--- src/rtl/mod_add_one_1r_2c.sv ---
// ---------------------------------------------------------------------------
// mod_add_one_1r_2c
//
// Pipelined modular increment: result = (A + cin) mod MODULUS, using a single
// conditional subtraction. The sum and the trial difference S-M are built in
// two carry chunks, the low chunk in stage 1 and the high chunk in stage 2.
// Each operand is first captured in an input register. Total latency is 2
// cycles after that sampling edge, with one operand accepted per clock.
//
// Parameters:
//   DATA_WIDTH  operand/result width (>= 2)
//   MODULUS     modulus M, 2 <= M <= 2**DATA_WIDTH
//
// Ports:
//   clk        rising-edge clock
//   reset      synchronous active-high reset; clears every pipeline register
//   A          operand, nominally in [0, M-1]
//   cin        increment amount (0 or 1)
//   result     registered modular sum
//   range_err  registered flag, set when the sampled A >= M. This port exists
//              only when MODADD_RANGE_CHK_EN is defined.
//
// Optional feature macro: MODADD_RANGE_CHK_EN
// ---------------------------------------------------------------------------
module mod_add_one_1r_2c #(
  parameter int DATA_WIDTH = 18,
  parameter int MODULUS    = 177147
) (
  input  logic                  clk,
  input  logic                  reset,
  input  logic [DATA_WIDTH-1:0] A,
  input  logic                  cin,
  output logic [DATA_WIDTH-1:0] result
`ifdef MODADD_RANGE_CHK_EN
  ,
  output logic                  range_err
`endif
);

  // Low chunk width L and high chunk width H.
  localparam int L = DATA_WIDTH / 2;
  localparam int H = DATA_WIDTH - L;

  // M is held at DATA_WIDTH+1 bits so that M = 2**DATA_WIDTH is representable.
  localparam logic [DATA_WIDTH:0] MOD_C  = (DATA_WIDTH + 1)'(MODULUS);
  localparam logic [L-1:0]        MOD_LO = MOD_C[L-1:0];
  localparam logic [H:0]          MOD_HI = MOD_C[DATA_WIDTH:L];

  // Input register.
  logic [DATA_WIDTH-1:0] a_q;
  logic                  cin_q;

  // Stage 1 registers: low chunk of S and of S-M, plus their carry and borrow.
  logic [L-1:0] s_lo_q;
  logic         c_lo_q;
  logic [L-1:0] d_lo_q;
  logic         b_lo_q;
  logic [H-1:0] a_hi_q;

  // Stage 1 combinational low chunk.
  logic [L:0] lo_sum;
  logic [L:0] lo_diff;

  // Stage 2 combinational high chunk and select.
  logic [H:0]            hi_sum;
  logic [H-1:0]          hi_diff;
  logic                  no_borrow;
  logic [DATA_WIDTH-1:0] result_d;

  always_comb begin
    lo_sum  = {1'b0, a_q[L-1:0]} + {{L{1'b0}}, cin_q};
    // Bit L of lo_diff is the borrow out of the low chunk.
    lo_diff = {1'b0, lo_sum[L-1:0]} - {1'b0, MOD_LO};
  end

  always_comb begin
    // hi_sum[H] is bit DATA_WIDTH of S, so no carry is lost at A = 2**W-1.
    hi_sum    = {1'b0, a_hi_q} + {{H{1'b0}}, c_lo_q};
    // S >= M exactly when the full-width S-M does not borrow. The high chunk
    // is compared together with the low-chunk borrow.
    no_borrow = (hi_sum > MOD_HI) || ((hi_sum == MOD_HI) && !b_lo_q);
    // Only the low H bits of the high difference reach the result.
    hi_diff   = hi_sum[H-1:0] - MOD_HI[H-1:0] - {{(H-1){1'b0}}, b_lo_q};
    result_d  = no_borrow ? {hi_diff, d_lo_q} : {hi_sum[H-1:0], s_lo_q};
  end

  // Pipeline registers. Reset flushes every in-flight operand.
  always_ff @(posedge clk) begin
    if (reset) begin
      a_q    <= '0;
      cin_q  <= 1'b0;
      s_lo_q <= '0;
      c_lo_q <= 1'b0;
      d_lo_q <= '0;
      b_lo_q <= 1'b0;
      a_hi_q <= '0;
      result <= '0;
    end else begin
      a_q    <= A;
      cin_q  <= cin;
      s_lo_q <= lo_sum[L-1:0];
      c_lo_q <= lo_sum[L];
      d_lo_q <= lo_diff[L-1:0];
      b_lo_q <= lo_diff[L];
      a_hi_q <= a_q[DATA_WIDTH-1:L];
      result <= result_d;
    end
  end

`ifdef MODADD_RANGE_CHK_EN
  // The range flag travels alongside the datapath so it lines up with result.
  logic ge_q;

  always_ff @(posedge clk) begin
    if (reset) begin
      ge_q      <= 1'b0;
      range_err <= 1'b0;
    end else begin
      ge_q      <= ({1'b0, a_q} >= MOD_C);
      range_err <= ge_q;
    end
  end
`endif

endmodule

--- config.mk ---
export PLATFORM = sky130hd
export DESIGN_NAME = mod_add_one_1r_2c
export DESIGN_NICKNAME = d
export VERILOG_FILES = /design/src/rtl/mod_add_one_1r_2c.sv
export SDC_FILE = /design/constraint.sdc
export NUM_CORES = 1
export LEC_CHECK = 0
export BUFFER_PORTS_ARGS = -buffer_cell sky130_fd_sc_hd__buf_2
export CORE_MARGIN = 3
export CORE_UTILIZATION = 56
export CTS_CLUSTER_DIAMETER = 80
export DETAILED_ROUTE_END_ITERATION = 16
export PLACE_DENSITY = 0.78
export SLEW_MARGIN = 20
export SYNTH_ARGS = -nofsm -noshare
export SYNTH_HDL_FRONTEND = slang
export SYNTH_SLANG_ARGS = --single-unit
--- constraint.sdc ---
create_clock -name clk -period 2.94 [get_ports clk]
set_input_delay 0.588 -clock clk [delete_from_list [all_inputs] [get_ports clk]]
set_output_delay 0.588 -clock clk [all_outputs]
set_load 0.01 [all_outputs]
# --- Yosys cells after proc, flatten, opt, wreduce, memory -nomap -nowiden ---
# Cells that the tools add are included.
# Widths: inputs -> output; s select.
op_classes:
  add_sub_neg: 5
  n_lt_le_gt_ge: 1
  eq_ne: 1
  muxes: 1
  n_reduce_logical: 3
ops:
  columns: ["operator", "n"]
  rows:
  - ["$add 9x1->10", 2]
  - ["$mux 18", 1]
  - ["$eq 10x9->1 const B", 1]
  - ["$gt 10x9->1 const B", 1]
  - ["$sub 9x9->10 const B", 1]
  - ["$sub 9x1->9", 1]
  - ["$sub 9x9->9 const B", 1]
  - ["$logic_and 1x1->1", 1]
  - ["$logic_not 1->1", 1]
  - ["$logic_or 1x1->1", 1]
totals:
  reg_bits: 66
  word_cells: 19

# --- Longest topological paths before layout ---
logic_depth:
  word_depth: 5
  ltp_mapped: 12
  ltp_nobuf: 11

# --- Worst setup path before layout ---
# Ideal clock, no wire load.
synth_timing:
  path_kind: "register to register"
  from: "reg c_lo_q"
  to: "reg result[17]"
  t_arrival_ns: 2.411
  slack_ns: 0.414
  stages_incl_launch_ff: 11
  n_path_buf: 0
  path_cell_list: "dfxtp_1 ha_1 ha_1 nand4_1 nor2_1 xor2_1 ha_1 o32ai_1 o211a_4 or4_1 and3_1"
synth_via:
  elab_chain_len: 5
  word_cells_on_any_way: 8
synth_rtl:
  columns: ["element", "line_no", "source"]
  rows:
  - ["start, declared", "55", "logic c_lo_q;"]
  - ["start signal, assigned", "102", "c_lo_q <= lo_sum[L];"]
  - ["$add 9x1->10 *", "78", "hi_sum = {1'b0, a_hi_q} + {{H{1'b0}}, c_lo_q};"]
  - ["branches (longest 3 deep; another with $sub 9x9->9)", null, null]
  - ["$mux 18 *", "84", "result_d = no_borrow ? {hi_diff, d_lo_q} : {hi_sum[H-1:0], s_lo_q};"]
  - ["end signal, assigned", "106", "result <= result_d;"]
  - ["end, declared", "33", "output logic [DATA_WIDTH-1:0] result"]
# Mark *: on every way between the ends.
# A chain may end at the register's enable or synchronous reset.

# --- Worst setup path in the final report ---
# Ends and elaborated chain as after synthesis.

==> out/summary.log <==
[outcome] outcome complete, no violations
[placement] half-perimeter wire length after placement 3209 µm
[power_and_ir_drop] Switching Fraction 23.03%
[logic_synthesis] count of flip-flops with a built-in enable after synthesis 0
[sta] Slew Limit Headroom 67.06%
[placement] GP Congestion 0.8568
[power_and_ir_drop] part of the power in the clock network 40.3%
[worst_setup_path] Critical Path Fanout Max 11
[sta] slew at the pin with the worst max-slew slack 0.4922 ns
[power_and_ir_drop] Power Dens Cells 570.3 mW/mm²
[power_and_ir_drop] combinational share of power 7.9%
[logic_synthesis] flop and latch count out of synthesis 66
[logic_synthesis] FFs w/ async S/R, synth 0%
[finish] layout cells sized above 1 22.05%
[clocking] TritonCTS clock tree built
[min_path] type of the most critical hold path reg2reg
[power_and_ir_drop] Internal Dissipation 0.001417 W
[sta] number of max-slew violations in the final report 0
[placement] # port buffers 38
[sta] slack of the critical path 0.1919 ns
[clocking] root cell of the clock tree clkbuf_8
[sta] Max Freq 363.9 MHz
[logic_synthesis] Synthesized Nets 318
[power_and_ir_drop] largest vdd supply drop 0.0003704 V
[placement] worst slack, placed 0.01944 ns
[clocking] Num Clock Sinks 66
[finish] synthesis-to-layout area growth 18.08%
[power_and_ir_drop] static leakage 1.333 nW
[power_and_ir_drop] switching component of the power 0.0004241 W
[power_and_ir_drop] sequential group share of total power 51.8%
[logic_synthesis] sequential-to-total area share from yosys stat 48.33%
[clocking] clk_lat worst skew 0.34 ns
[floorplanning] I/O pin cnt 39
[sta] summed negative setup slack over all endpoints 0 ns
[finish] final layout net count 361
[routing] average wire length per cell after detail routing 11.84 µm
[sta] Final period util 93.47%
[sta] Setup violations, final 0
[logic_synthesis] synthesized area per cell 9.660 µm²
[grt] number of antenna violations at the first check in global routing 0
[worst_setup_path] kind of critical path reg2reg
[sta] Final Hold Fails 0
[clocking] number of buffers on the longest clock path 2
[routing] number of detailed-route iterations in the first pass 5
[logic_synthesis] cell area after synthesis 0.002734 mm²
[grt] global-route wire length before repair 7652 µm
[routing] total via count after detailed routing 2009
[grt] largest net degree at the start of global routing 40
[routing] DRC marker count from the first detailed-route iteration 135
[logic_synthesis] total number of yosys warnings 0
[worst_setup_path] Data required, critical path 3.18 ns
[grt] Congestion Overflow GR 0
[floorplanning] overall die area 0.005756 mm²
[routing] Routed Wire Length 4688 µm
[floorplanning] core footprint 0.004534 mm²
[floorplanning] number of cell rows 24
[finish] number of antenna diodes 0
[logic_synthesis] Main synth FF type dfxtp_1
[routing] mean number of vias per cell 5.073
[worst_setup_path] Setup crit start kind flop
[clocking] H-tree levels 3
[floorplanning] effective utilization at floorplan 60.29%
[routing] number of design rule violations left after detail routing 0
[floorplanning] Chip Height 75.87 µm
[flow_run] count of maximum capacitance violations 0
[grt] total track usage 18.06%
[sta] final hold slack 0.4276 ns
[routing] antenna-violating nets left 0
[clocking] clock transition at the registers of the reported paths 0.07 ns
[logic_synthesis] post-synthesis cell type count 43
[logic_synthesis] Gate Count Post-Synth 283
[sta] final period demand of the worst path 2.748 ns
[finish] Core Util, Final 71.19%
[sta] RSZ-0062 raised after global routing no
[floorplanning] Chip Width 75.87 µm
[clocking] hold bufs inserted after CTS 0
[grt] vias in the first global route 1735
[worst_setup_path] Setup crit end kind flop
[worst_setup_path] Crit path arrival time 2.98 ns
[sta] worst-case clock skew 0.006438 ns
[clocking] CTS buffer count 9
-- per-layer routing --
layer  GRT usage [%]  wire (µm)  up-vias
met5               0          0        -
met4           8.350         64        0
met3           7.124        292        8
met2           25.76       2007       66
met1           23.91       2324      877
li1                -          -     1058
-- sequential cells by signal (all words and copies together) (netlist names) --
register  flops
a_hi_q        9
a_q          18
b_lo_q        1
c_lo_q        1
cin_q         1
d_lo_q        9
result       18
s_lo_q        9
-- worst max-delay path, stage by stage (launching register included) --
cell and delay [ns]:
dfxtp_1 0.32, ha_1 0.21, ha_1 0.22, nand3_1 0.11
xor2_1 0.26, inv_1 0.13, ha_1 0.24, nand4_1 0.12
nor3b_2 0.07, o21a_2 0.29, or4_1 0.50, and3_1 0.17
-- path summary, 6_finish.rpt --
check / start / endpoint / slack, ns / depth (start not counted)
max reg2reg: c_lo_q / result[17] / 0.19 / 11
min reg2reg: a_q[11] / a_hi_q[2] / 0.43 / 1
min: a_q[11] / a_hi_q[2] / 0.43 / 1
max: c_lo_q / result[17] / 0.19 / 11
-- placed cells by master, fill, tap and decap left out, types with 2 or more instances in the layout --
master	instances
nand2_1	6
dfxtp_1	66
xor2_1	10
a211oi_2	2
clkbuf_8	10
a31oi_1	2
a21oi_1	18
nor3b_2	2
inv_1	10
ha_1	13
and4_1	4
o21ai_1	12
nor3_1	5
nand3_1	21
or4_1	3
nor2b_1	31
o211ai_1	2
and2_1	2
buf_2	38
nand4_1	5
clkbuf_1	2
buf_4	4
nor2_1	21
o21ai_0	4
xnor2_1	12
-- cell type report --
class | instances | area, µm²
Fill cell | 340 | 1306
Clock buffer | 12 | 145.1
Sequential cell | 66 | 1321
Inverter | 11 | 41.29
Multi-Input combinational cell | 195 | 1348
Clock inverter | 4 | 51.30
Tap cell | 65 | 81.33
Timing Repair Buffer | 43 | 240.2
-- power groups by stage --
stage / clock [W] / sequential (W) / combinational, W
after global routing: 0.000806 / 0.000958 / 0.000164
after floorplan: 0 / 0.000973 / 0.000100
after global placement: 0 / 0.000973 / 0.000138
after detailed placement: 0 / 0.000974 / 0.000139
final: 0.000741 / 0.000954 / 0.000145
after CTS: 0.000758 / 0.000954 / 0.000141
-- per-stage QoR --
| stage | power (W) | cells | area, µm² |
|---|---|---|---|
| after global routing | 0.001928 | 396 | 3228 |
| after floorplan | 0.001074 | 283 | 2734 |
| after global placement | 0.001111 | 378 | 2973 |
| after detailed placement | 0.001113 | 378 | 2973 |
| final | 0.001841 | 396 | 3228 |
| after CTS | 0.001853 | 394 | 3169 |
-- cells in the mapped netlist, types with 2 or more instances --
cell	instances	share of area (%)
xor2_1	11	3.5
a211oi_2	2	0.92
ha_1	14	6.4
nand4_1	5	1.1
nand3_1	21	3.8
o21ai_0	4	0.73
nor3_1	5	0.92
nor2_1	21	2.9
and2_1	2	0.46
o21a_1	2	0.55
dfxtp_1	66	48
buf_2	2	0.37
a21oi_1	18	3.3
xnor2_1	12	3.8
o211ai_1	2	0.55
nand2_1	6	0.82
or4_1	3	0.82
inv_1	10	1.4
nor2b_1	31	7.1
clkbuf_1	7	0.96
a31oi_1	2	0.46
o21ai_1	12	2.2
and4_1	4	1.3
nor3b_1	2	0.55
-- cells by family (layout without fill, tap and decap cells) --
group	after synthesis	in the layout	share of synthesized area (%)
buffers and inverters	22	70	3.524
xor gates and xnor gates	23	23	7.368
adders and majority gates	14	14	6.407
muxes	1	1	0.4119
and+or+nand+nor	105	105	21.42
DFF	66	66	48.33
AOI/OAI and AO/OA	52	52	12.54
-- timing repair --
action / CTS / global route
buffers inserted: 0 / 2
setup endpoints to repair: 0 / 18
gates resized for setup: 0 / 6
Power figures use the tool's default switching activity.
